===== src/rtl/me_load_pkg.sv =====
// Shared types and constants for the motion-estimation load scheduler.
// TIMEOUT_LIMIT is only used when ME_LOAD_TIMEOUT_EN is defined.
package me_load_pkg;

  typedef enum logic [1:0] {
    IDLE     = 2'd0,
    LOAD_CUR = 2'd1,
    LOAD_SRC = 2'd2
  } state_e;

  localparam int BEATS_CUR_DEF = 32;
  localparam int BEATS_SRC_DEF = 32;

  localparam logic [7:0] TIMEOUT_LIMIT = 8'd255;

endpackage


===== src/rtl/me_load_scheduler_if.sv =====
// Upstream beat stream: valid from the source, ready/select from the scheduler.
// The master modport is the beat source, the slave modport is the scheduler.
interface me_load_scheduler_if;

  logic in_valid;
  logic in_ready;
  logic in_sel;

  modport master (
    output in_valid,
    input  in_ready,
    input  in_sel
  );

  modport slave (
    input  in_valid,
    output in_ready,
    output in_sel
  );

endinterface


===== src/rtl/me_rr_arb2.sv =====
// Two-requester round-robin arbiter; req[0] is the current block.
// On a tie, the requester not granted most recently wins.
module me_rr_arb2 (
  input  logic       clk,
  input  logic       reset,
  input  logic [1:0] req,
  input  logic       update,
  output logic [1:0] grant
);

  logic prio_src_q;
  logic prio_src_d;

  always_comb begin
    grant = req;
    if (req == 2'b11) begin
      grant = prio_src_q ? 2'b10 : 2'b01;
    end
  end

  always_comb begin
    prio_src_d = prio_src_q;
    if (update) begin
      unique case (1'b1)
        grant[0]: prio_src_d = 1'b1;
        grant[1]: prio_src_d = 1'b0;
        default:  prio_src_d = prio_src_q;
      endcase
    end
  end

  always_ff @(posedge clk) begin
    if (!reset) begin
      prio_src_q <= 1'b0;
    end else begin
      prio_src_q <= prio_src_d;
    end
  end

endmodule


===== src/rtl/me_load_scheduler.sv =====
// Schedules 64-bit beat bursts into the current-block or search-window file.
// Optional burst-stall abort is enabled with `define ME_LOAD_TIMEOUT_EN.
module me_load_scheduler
  import me_load_pkg::*;
#(
  parameter int BEATS_CUR = BEATS_CUR_DEF,
  parameter int BEATS_SRC = BEATS_SRC_DEF
) (
  input  logic                 clk,
  input  logic                 reset,
  input  logic                 cur_req,
  input  logic                 src_req,
  me_load_scheduler_if.slave   up,
  output logic                 cur_WE,
  output logic                 search_WE,
  output logic                 curfilled,
  output logic                 srcfilled,
  output logic                 busy,
  output logic                 err
);

  state_e     state_q;
  state_e     state_d;
  logic [5:0] cnt_q;
  logic [5:0] cnt_d;
  logic       in_sel_q;
  logic       in_sel_d;
  logic       curf_q;
  logic       curf_d;
  logic       srcf_q;
  logic       srcf_d;

  logic [1:0] arb_req;
  logic [1:0] grant;
  logic       xfer;
  logic [5:0] last_cnt;
  logic       last_beat;
  logic       tmo;

  assign up.in_ready = (state_q != IDLE);
  assign up.in_sel   = in_sel_q;

  assign xfer      = up.in_valid & up.in_ready;
  assign last_cnt  = (state_q == LOAD_SRC) ? 6'(BEATS_SRC - 1)
                                           : 6'(BEATS_CUR - 1);
  assign last_beat = xfer & (cnt_q == last_cnt);

  assign cur_WE    = xfer & (state_q == LOAD_CUR);
  assign search_WE = xfer & (state_q == LOAD_SRC);
  assign curfilled = curf_q;
  assign srcfilled = srcf_q;
  assign busy      = (state_q != IDLE);

  // A stream already holding a filled window is not eligible again.
  assign arb_req = {src_req & ~srcf_q, cur_req & ~curf_q};

  me_rr_arb2 u_arb (
    .clk    (clk),
    .reset  (reset),
    .req    (arb_req),
    .update (state_q == IDLE),
    .grant  (grant)
  );

`ifdef ME_LOAD_TIMEOUT_EN
  logic [7:0] idle_q;
  logic [7:0] idle_d;
  logic       err_q;

  assign tmo = busy & ~xfer
             & (idle_q == TIMEOUT_LIMIT - 8'd1);

  always_comb begin
    idle_d = idle_q + 8'd1;
    if (!busy || xfer || tmo) begin
      idle_d = 8'd0;
    end
  end

  always_ff @(posedge clk) begin
    if (!reset) begin
      idle_q <= 8'd0;
      err_q  <= 1'b0;
    end else begin
      idle_q <= idle_d;
      err_q  <= tmo;
    end
  end

  assign err = err_q;
`else
  assign tmo = 1'b0;
  assign err = 1'b0;
`endif

  always_comb begin
    state_d = state_q;
    cnt_d   = cnt_q;
    unique case (state_q)
      IDLE: begin
        cnt_d = 6'd0;
        if (grant[0]) begin
          state_d = LOAD_CUR;
        end else if (grant[1]) begin
          state_d = LOAD_SRC;
        end
      end
      LOAD_CUR, LOAD_SRC: begin
        if (xfer) begin
          cnt_d = cnt_q + 6'd1;
        end
        if (last_beat || tmo) begin
          state_d = IDLE;
        end
      end
      default: state_d = IDLE;
    endcase
  end

  // Completion wins over a same-cycle request drop; the drop clears next.
  always_comb begin
    in_sel_d = (state_d == LOAD_SRC);
    curf_d   = (curf_q & cur_req)
             | (last_beat & (state_q == LOAD_CUR));
    srcf_d   = (srcf_q & src_req)
             | (last_beat & (state_q == LOAD_SRC));
  end

  always_ff @(posedge clk) begin
    if (!reset) begin
      state_q  <= IDLE;
      cnt_q    <= 6'd0;
      in_sel_q <= 1'b0;
      curf_q   <= 1'b0;
      srcf_q   <= 1'b0;
    end else begin
      state_q  <= state_d;
      cnt_q    <= cnt_d;
      in_sel_q <= in_sel_d;
      curf_q   <= curf_d;
      srcf_q   <= srcf_d;
    end
  end

endmodule


===== src/flat_wrapper.sv =====
// flat-port wrapper written by rule: the top's interface ports become plain ports
module me_load_scheduler_flat import me_load_pkg::*;
#(
  parameter int BEATS_CUR = BEATS_CUR_DEF,
  parameter int BEATS_SRC = BEATS_SRC_DEF
)
  (clk, reset, cur_req, src_req, cur_WE, search_WE, curfilled, srcfilled, busy, err, up_in_valid, up_in_ready, up_in_sel);
  me_load_scheduler_if up_i ();
  input  logic clk;
  input  logic reset;
  input  logic cur_req;
  input  logic src_req;
  output logic cur_WE;
  output logic search_WE;
  output logic curfilled;
  output logic srcfilled;
  output logic busy;
  output logic err;
  input wire logic [$bits(up_i.in_valid)-1:0] up_in_valid;
  output wire logic [$bits(up_i.in_ready)-1:0] up_in_ready;
  output wire logic [$bits(up_i.in_sel)-1:0] up_in_sel;
  assign up_i.in_valid = up_in_valid;
  assign up_in_ready = up_i.in_ready;
  assign up_in_sel = up_i.in_sel;
  me_load_scheduler #(.BEATS_CUR(BEATS_CUR), .BEATS_SRC(BEATS_SRC)) u_core (.clk(clk), .reset(reset), .cur_req(cur_req), .src_req(src_req), .up(up_i), .cur_WE(cur_WE), .search_WE(search_WE), .curfilled(curfilled), .srcfilled(srcfilled), .busy(busy), .err(err));
endmodule

===== config.mk =====
export PLATFORM = sky130hd
export DESIGN_NAME = me_load_scheduler_flat
export DESIGN_NICKNAME = d
export VERILOG_FILES = /design/src/rtl/me_load_pkg.sv /design/src/rtl/me_load_scheduler_if.sv /design/src/rtl/me_rr_arb2.sv /design/src/rtl/me_load_scheduler.sv /design/src/flat_wrapper.sv
export SDC_FILE = /design/constraint.sdc
export NUM_CORES = 1
export LEC_CHECK = 0
export BUFFER_PORTS_ARGS = -buffer_cell sky130_fd_sc_hd__buf_2
export CAP_MARGIN = 20
export CORE_UTILIZATION = 50
export DETAILED_ROUTE_END_ITERATION = 16
export PLACE_DENSITY = 0.73
export SLEW_MARGIN = 20
export SYNTH_ARGS = -nofsm -noshare
export SYNTH_HDL_FRONTEND = slang
export SYNTH_HIERARCHICAL = 1
export SYNTH_SLANG_ARGS = --single-unit

===== constraint.sdc =====
create_clock -name clk -period 3.3 [get_ports clk]
set_input_delay 0.33 -clock clk [delete_from_list [all_inputs] [get_ports clk]]
set_output_delay 0.33 -clock clk [all_outputs]
set_load 0.03 [all_outputs]

==> impl_metrics.tcl <==
set metrics [dict create \
    start_util_pct 55.1 \
    cts_resized 0 \
    hold_viol 0 \
    fmax_mhz 516 \
    grt.overflow.total 0 \
    status "complete, no violations" \
    grt_max_degree 13 \
    firstDrtPassIters 4 \
    path_cells "inv_1 -> ha_1 -> nor2b_1 -> and2_1 -> buf_2" \
    regArea_um2 240 \
    cp.arrival_ps 1610 \
    synthToLayoutAreaGrowth_pct 9.88 \
    critPathRequiredTime_ps 2970 \
    multi_input_area_um2 452 \
    timing.hold.ws_ps 346 \
    r2r_start "u_core/state_q[0]" \
    layout-drive-gt1-share_pct 18.8 \
    powerDensity_mw_per_mm2 416 \
    clkSinkCount 12 \
    clk_pin_slew_ps 70 \
    final_core_util_pct 60.5 \
    antenna_found_initial 0 \
    die_area_mm2 0.00163 \
    reg2reg_to "u_core/state_q[0]" \
    finalCritPeriodShare_pct 58.7 \
    post_synth.cell_area_avg_um2 8.54 \
    route.vias.total 591 \
    ant_nets 0 \
    core_mm2 0.00133 \
    drt_iter0_drc 12 \
    drc 0 \
    setup_viol 0 \
    synth_area_um2 734 \
    ys_top_cells_by_count "12 x dfxtp_1, 11 x nand2_1, 9 x nor2b_1" \
    yosys-top-cells-area "dfxtp_1 33%, ha_1 8.5%, nor2b_1 7.7%" \
    cp_max_fo 12 \
    row_count 13 \
    maxSlewViolCount 0 \
    max-cap-violations 0 \
    ys_seq_area_share_pct 32.7 \
    start_kind "flip-flop" \
    die_w_um 40.3 \
    rsz0062_at_grt "false" \
    reg2reg_slack_ps 1580 \
    internal-power_uw 223 \
    tns_ps 0 \
    synth_edf_count 0 \
    wl_um 1320 \
    p_seq_share_pct 46.8 \
    crit_end "search_WE" \
    die_h_um 40.3 \
    path_class "flip-flop to primary output" \
    min_period_ps 1940 \
    vias_per_cell 5.32 \
    cts_setup_buffers 0 \
    gp_congestion 0.650 \
    synth-seq-cells 12 \
    dp_hpwl_um 981 \
    synth.distinct_cells 28 \
    cts_max_level 1 \
    grt_pass1_vias 471 \
    antennaDiodeCount 0 \
    ys_warn_count 6 \
    clockRootBuffer "clkbuf_4" \
    slowest_delay_ps 390 \
    grt_util_all_layers_pct 19.7 \
    endpoint_kind "primary output" \
    reg2reg_depth 6 \
    switchingPower_uw 112 \
    cts_tree "done" \
    fillers 125 \
    syn_inst 86 \
    crit_path_start "u_core/state_q[0]" \
    wl_per_cell_um 11.9 \
    hold_path_class "input pin to flip-flop" \
    yosysTopAreaCellShare_pct 32.7 \
    ir_worst_vdd_uv 229 \
    synth_ff_type "dfxtp_1" \
    yosys.area.top_type "dfxtp_1" \
    port_buffers 11 \
    cts_buffers 3 \
    clk_path_buf_depth 2 \
    grt_pass1_wl_um 2010 \
    yosysMostFrequentCell "dfxtp_1" \
    slowest_stage "dfxtp_1" \
    async_reset_ff_share_pct 0 \
    pin_count 13 \
    clkPwrFrac_pct 26.3 \
    leakage_nw 0.333 \
    nets 108 \
    clk_latency_ps 270 \
    power_switching_share_pct 33.4 \
    syn-num-nets 96 \
    ctsHoldBuffers 0 \
    final.setup_skew_ps 3.17 \
    comb_power_share_pct 26.9 \
]
## flip-flops by register name (all words and copies together), names as in the netlist
| register | cells |
|---|---|
| u_core/cnt_q | 6 |
| u_core/curfilled | 1 |
| u_core/srcfilled | 1 |
| u_core/state_q | 2 |
| u_core/u_arb/prio_src_q | 1 |
| u_core/up.in_sel | 1 |
## cell families (layout without fill, tap and decap cells)
family / after synthesis / in the layout / synth area share [%]
AOI/OAI and AO/OA: 22 / 22 / 21.5
adders and majority gates: 5 / 5 / 8.52
buffers and inverters: 9 / 19 / 5.79
DFF: 12 / 12 / 32.7
muxes: 1 / 1 / 1.36
other: 1 / 1 / 0.511
and+or+nand+nor: 36 / 36 / 29.6
## placed cells by master, fill, tap and decap left out, types with 2 or more instances in the layout
master     n
a21boi_0   4
a21oi_1    2
a22oi_1    4
and2_1     3
buf_2     11
clkbuf_4   3
dfxtp_1   12
ha_1       5
inv_1      5
nand2_1   11
nand2b_1   3
nand3_1    3
nor2_1     2
nor2b_1    9
nor3_2     3
o211ai_1   2
o21ai_0    3
o31ai_1    2
## power groups by stage
stage / combinational (mW) / sequential [mW] / clock (mW)
final: 0.0903 / 0.157 / 0.0883
after global routing: 0.0984 / 0.158 / 0.101
after CTS: 0.0905 / 0.157 / 0.0938
after detailed placement: 0.0905 / 0.160 / 0
after global placement: 0.0910 / 0.160 / 0
after floorplan: 0.0723 / 0.161 / 0
## per-layer routing
| layer | vias up | track usage, % | routed length, um |
|---|---|---|---|
| li1 | 318 | - | - |
| met2 | 8 | 29.4 | 594 |
| met5 | - | 0 | 0 |
| met4 | 0 | 10.0 | 10 |
| met3 | 2 | 8.33 | 34 |
| met1 | 263 | 24.0 | 678 |
## worst min-delay path by stage
stage | start | cells after the start | end | slack, ps
floorplan | reset | 1 | u_core/cnt_q[5] | 450
global placement | u_core/u_arb/prio_src_q | 1 | u_core/u_arb/prio_src_q | 510
detailed placement | u_core/u_arb/prio_src_q | 1 | u_core/u_arb/prio_src_q | 510
CTS | src_req | 3 | u_core/srcfilled | 340
global route | src_req | 3 | u_core/srcfilled | 350
finish | src_req | 3 | u_core/srcfilled | 350
## through the flow
step | power [mW] | setup WS, ps | instances | area [um^2]
final | 0.336 | 1360 | 111 | 807
after CTS | 0.341 | 1350 | 111 | 807
after detailed placement | 0.251 | 1610 | 108 | 785
after global routing | 0.357 | 1210 | 111 | 807
after floorplan | 0.233 | 1640 | 86 | 734
after global placement | 0.251 | 1630 | 108 | 785
## area by class of cell
type | instances | area share (%)
Inverter | 5 | 2.33
Sequential cell | 12 | 29.8
Tap cell | 15 | 2.33
Timing Repair Buffer | 11 | 6.82
Multi-Input combinational cell | 65 | 56.0
Clock buffer | 3 | 2.79
## critical path, delay by kind of cell, from the launching register on
kind                     cells  cell delay [ps]
adder cells (fa/ha/maj)      1              320
flip-flops                   1              390
AND/OR/NAND/NOR              2              350
buffers and inverters        2              270
Note: power is estimated with default switching activity, not from simulation.
